===== config.mk =====
export PLATFORM = sky130hd
export DESIGN_NAME = program_counter
export DESIGN_NICKNAME = d
export VERILOG_FILES = /design/src/rtl/cpu_pkg.sv /design/src/rtl/program_counter.sv
export SDC_FILE = /design/constraint.sdc
export NUM_CORES = 1
export LEC_CHECK = 0
export BUFFER_PORTS_ARGS = -buffer_cell sky130_fd_sc_hd__buf_2
export CELL_PAD_IN_SITES_DETAIL_PLACEMENT = 1
export CELL_PAD_IN_SITES_GLOBAL_PLACEMENT = 1
export CORE_ASPECT_RATIO = 1.1
export CORE_MARGIN = 10
export CORE_UTILIZATION = 30
export DETAILED_ROUTE_END_ITERATION = 10
export PLACE_DENSITY_LB_ADDON = 0.1
export SYNTH_ARGS = -nofsm -noshare
export SYNTH_HDL_FRONTEND = slang
export SYNTH_SLANG_ARGS = --single-unit

===== constraint.sdc =====
create_clock -name clk -period 4.4 [get_ports clk]
set_input_delay 0.66 -clock clk [delete_from_list [all_inputs] [get_ports clk]]
set_output_delay 0.66 -clock clk [all_outputs]
set_load 0.01 [all_outputs]

===== src/rtl/cpu_pkg.sv =====
// Shared datapath constants for the RV32IM single-cycle CPU.
package cpu_pkg;
    localparam int              XLEN         = 32;
    localparam logic [XLEN-1:0] RESET_VECTOR = 32'h0000_0000;
    localparam int              INSTR_BYTES  = 4;
endpackage


===== src/rtl/program_counter.sv =====
// Architectural PC register: latches the already-muxed next PC every edge and
// exports the fetch address, its sequential successor and an alignment flag.
module program_counter #(
    parameter int                       XLEN       = cpu_pkg::XLEN,
    parameter logic [cpu_pkg::XLEN-1:0] RESET_ADDR = cpu_pkg::RESET_VECTOR
) (
    input  logic            clk,
    input  logic            rst,
    input  logic [XLEN-1:0] next_addr,
    output logic [XLEN-1:0] curr_addr,
    output logic [XLEN-1:0] pc_plus4,
    output logic            misaligned
);
    import cpu_pkg::*;

    // No enable: the upstream mux re-presents the current PC when it wants to hold.
    always_ff @(posedge clk) begin
        if (rst) curr_addr <= XLEN'(RESET_ADDR);
        else     curr_addr <= next_addr;
    end

    // Wraps modulo 2^XLEN; carry-out is intentionally dropped.
    assign pc_plus4   = curr_addr + XLEN'(INSTR_BYTES);
    assign misaligned = |curr_addr[1:0];
endmodule


==> results.sh <==
export IMPL_timing_hold_worst_endpoint="curr_addr[26]"
export IMPL_die_width_um=86.0
export IMPL_asyncSetResetFlopFracSynth_pct=0
export IMPL_i_o_pin_cnt=99
export IMPL_synth_cell_area_um2=1440
export IMPL_postRouteWirelength_mm=4.63
export IMPL_detail_route_antenna_nets=0
export IMPL_root_buffer="clkbuf_8"
export IMPL_timing_max_slew_rel_slack_pct=61.1
export IMPL_drv_max_cap_violation_count=0
export IMPL_fp_dieH_um=92.6
export IMPL_power_switching_share_pct=25.7
export IMPL_synth_yosys_warnings=0
export IMPL_period_needed_ns=2.79
export IMPL_grt_pass1_wl_mm=7.45
export IMPL_worst_setup_path_start_kind="flop"
export IMPL_power_per_cell_area_nw_per_um2=314
export IMPL_finalCoreUtilization_pct=44.4
export IMPL_hold_class="primary input to flop"
export IMPL_synthTopCellsByCount="dfxtp_1, nor2b_1, xnor2_1, nand2_1, nand3_1"
export IMPL_comb_power_share_pct=14.4
export IMPL_largest_register_ffs=32
export IMPL_hold_fails_final_rpt=0
export IMPL_endpoint_kind="primary output"
export IMPL_number_of_rows_created_at_floorplan=26
export IMPL_worst_hold_path_num_cells=2
export IMPL_synth_top_area_share_pct=44.5
export IMPL_seq_power_share_pct=50.2
export IMPL_setup_viol_count_final=0
export IMPL_netlist_cell_type_count=21
export IMPL_avgSynthCellArea_um2=9.53
export IMPL_timing_setup_tns_ns=0
export IMPL_cts_htree_levels=2
export IMPL_peak_freq_mhz=358
export IMPL_totalPowerFinal_uw=647
export IMPL_yosys_area_top_type="dfxtp_1"
export IMPL_insertedDiodeCount=0
export IMPL_cts_sinks=32
export IMPL_dr_first_iter_drc_count=47
export IMPL_clockBufferDepth=2
export IMPL_clkTransAtPathRegs_ns=0.07
export IMPL_route_detailed_wl_per_inst_um=15.0
export IMPL_antenna_found_initial=0
export IMPL_hp_start="next_addr[26]"
export IMPL_postCtsSetupRepairBufs=0
export IMPL_place_gp_congestion=0.732
export IMPL_tritoncts="yes"
export IMPL_synth_top_cells_by_area="dfxtp_1, nor2b_1, xnor2_1"
export IMPL_power_static_leakage_nw=1.02
export IMPL_path_max_fanout=8
export IMPL_yosys_register_bits=32
export IMPL_cell_occurring_most_often_along_the_worst_timing_path="nand3_1"
export IMPL_synth_edff_count=0
export IMPL_tightest_slew_ns=0.584
export IMPL_crit_slowest_cell="nor4_4"
export IMPL_drive_above_1_share_pct=44.4
export IMPL_finalWorstSetupSlack_ns=1.61
export IMPL_postSynth_topFlopCell="dfxtp_1"
export IMPL_track_usage_pct=11.4
export IMPL_design_final_nets=286
export IMPL_worstPathBufferInverterCount=1
export IMPL_worst_setup_path_type="flop to primary output"
export IMPL_registers_top_by_ff_count="curr_addr"
export IMPL_internal_power_uw=481
export IMPL_remaining_drc_errors=0
export IMPL_drt_pass1_iterations=4
export IMPL_synthToLayoutAreaGrowth_pct=43.4
export IMPL_synthesis_nets=186
export IMPL_initial_core_util_pct=30.9
export IMPL_crit_path_max_incr_delay_ns=0.47
export IMPL_worst_endpoint_required_ns=3.74
export IMPL_cp_top_family="simple AND/OR/NAND/NOR gates"
export IMPL_final_min_period_over_clock_period_pct=63.4
export IMPL_dp_final_hpwl_mm=3.76
export IMPL_synth_seq_area_share_pct=44.5
export IMPL_globalRouteOverflowTotal=0
export IMPL_p_switching_uw=166
export IMPL_irDropWorstVdd_v=0.000187
export IMPL_core_area_um2=4650
export IMPL_clk_pwr_share_pct=35.4
export IMPL_outcome="finished clean"
export IMPL_ctsHoldBuffers=0
export IMPL_worstPathCellList="ha_1, nand3_1, nor4_4, nand3_1, xnor2_1, buf_2"
export IMPL_numPortBuffers=98
export IMPL_post_cts_resized_instances=0
export IMPL_post_drt_via_cell_ratio=4.41
export IMPL_grt_max_degree=33
export IMPL_tritoncts_num_buffers=5
export IMPL_rsz0062_at_grt="false"
export IMPL_largestRegisters="curr_addr x32"
export IMPL_route_vias_total=1358
export IMPL_maxSlewViolCount=0
export IMPL_die_area_um2=7970
export IMPL_synthCells=151
export IMPL_first_global_vias=1464
export IMPL_pre_cts_ws_ns=1.88
export IMPL_worstPathArrival_ns=2.13
==> final cells by class <==
type / count / area (um2)
multi-input cells: 112 / 764
well taps: 56 / 70.1
repair buffers: 98 / 490
inverters: 2 / 7.51
flip-flops and latches: 32 / 641
fillers: 573 / 2590
clock buffers: 8 / 90.1
==> logic make-up (layout without fill, tap and decap cells) <==
group | after synthesis | in the layout | share of synthesized area (%)
xor gates and xnor gates | 28 | 28 | 17.0
adders and majority gates | 1 | 1 | 0.869
buffers and inverters | 7 | 108 | 2.35
DFF | 32 | 32 | 44.5
and+or+nand+nor | 83 | 83 | 35.2
==> per-stage QoR <==
step                      hold slack (ns)  std cells  area [um2]
after global routing                0.584        308        2060
final                               0.584        308        2060
after global placement              0.869        300        1970
after CTS                           0.575        308        2060
after floorplan                     0.732        151        1440
after detailed placement            0.874        300        1970
==> power groups by stage <==
stage          registers [mW]  clock network, mW  logic [mW]
2_1_floorplan           0.336                  0      0.0376
3_3_place_gp            0.331                  0      0.0947
3_5_place_dp            0.332                  0      0.0954
4_1_cts                 0.325              0.239      0.0959
5_1_grt                 0.329              0.253       0.104
6_report                0.325              0.229      0.0929
==> placed cells by master (no fill, tap or decap), types with 2 or more instances in the layout <==
| cell type | Yosys | layout |
|---|---|---|
| clkbuf_8 | 0 | 6 |
| nand2_1 | 10 | 10 |
| and3_1 | 2 | 2 |
| nor2b_1 | 32 | 32 |
| xnor2_1 | 21 | 21 |
| nor3_1 | 3 | 3 |
| clkbuf_1 | 3 | 2 |
| xor2_1 | 7 | 7 |
| buf_2 | 0 | 98 |
| nor2_1 | 7 | 7 |
| or2_2 | 3 | 3 |
| nand3_1 | 10 | 10 |
| dfxtp_1 | 32 | 32 |
| nand4_1 | 9 | 9 |
| nor4_4 | 2 | 2 |
| inv_1 | 2 | 2 |
==> metal layers <==
metal | global-route usage (%) | vias up | wire, um
met5 | 0 | - | 0
met4 | 3.71 | 0 | 57
met3 | 6.31 | 5 | 533
met2 | 18.5 | 58 | 2120
met1 | 12.3 | 604 | 1920
li1 | - | 691 | -
==> worst max-delay path by stage <==
stage	start	to	slack (ns)	cells after the start
finish	curr_addr[2]	pc_plus4[30]	1.61	6
global route	curr_addr[2]	pc_plus4[24]	1.43	6
CTS	curr_addr[2]	pc_plus4[30]	1.57	6
detailed placement	curr_addr[2]	pc_plus4[30]	1.88	6
global placement	curr_addr[2]	pc_plus4[30]	1.95	6
floorplan	curr_addr[2]	pc_plus4[28]	2.18	5
(Power assumes the default switching activity.)
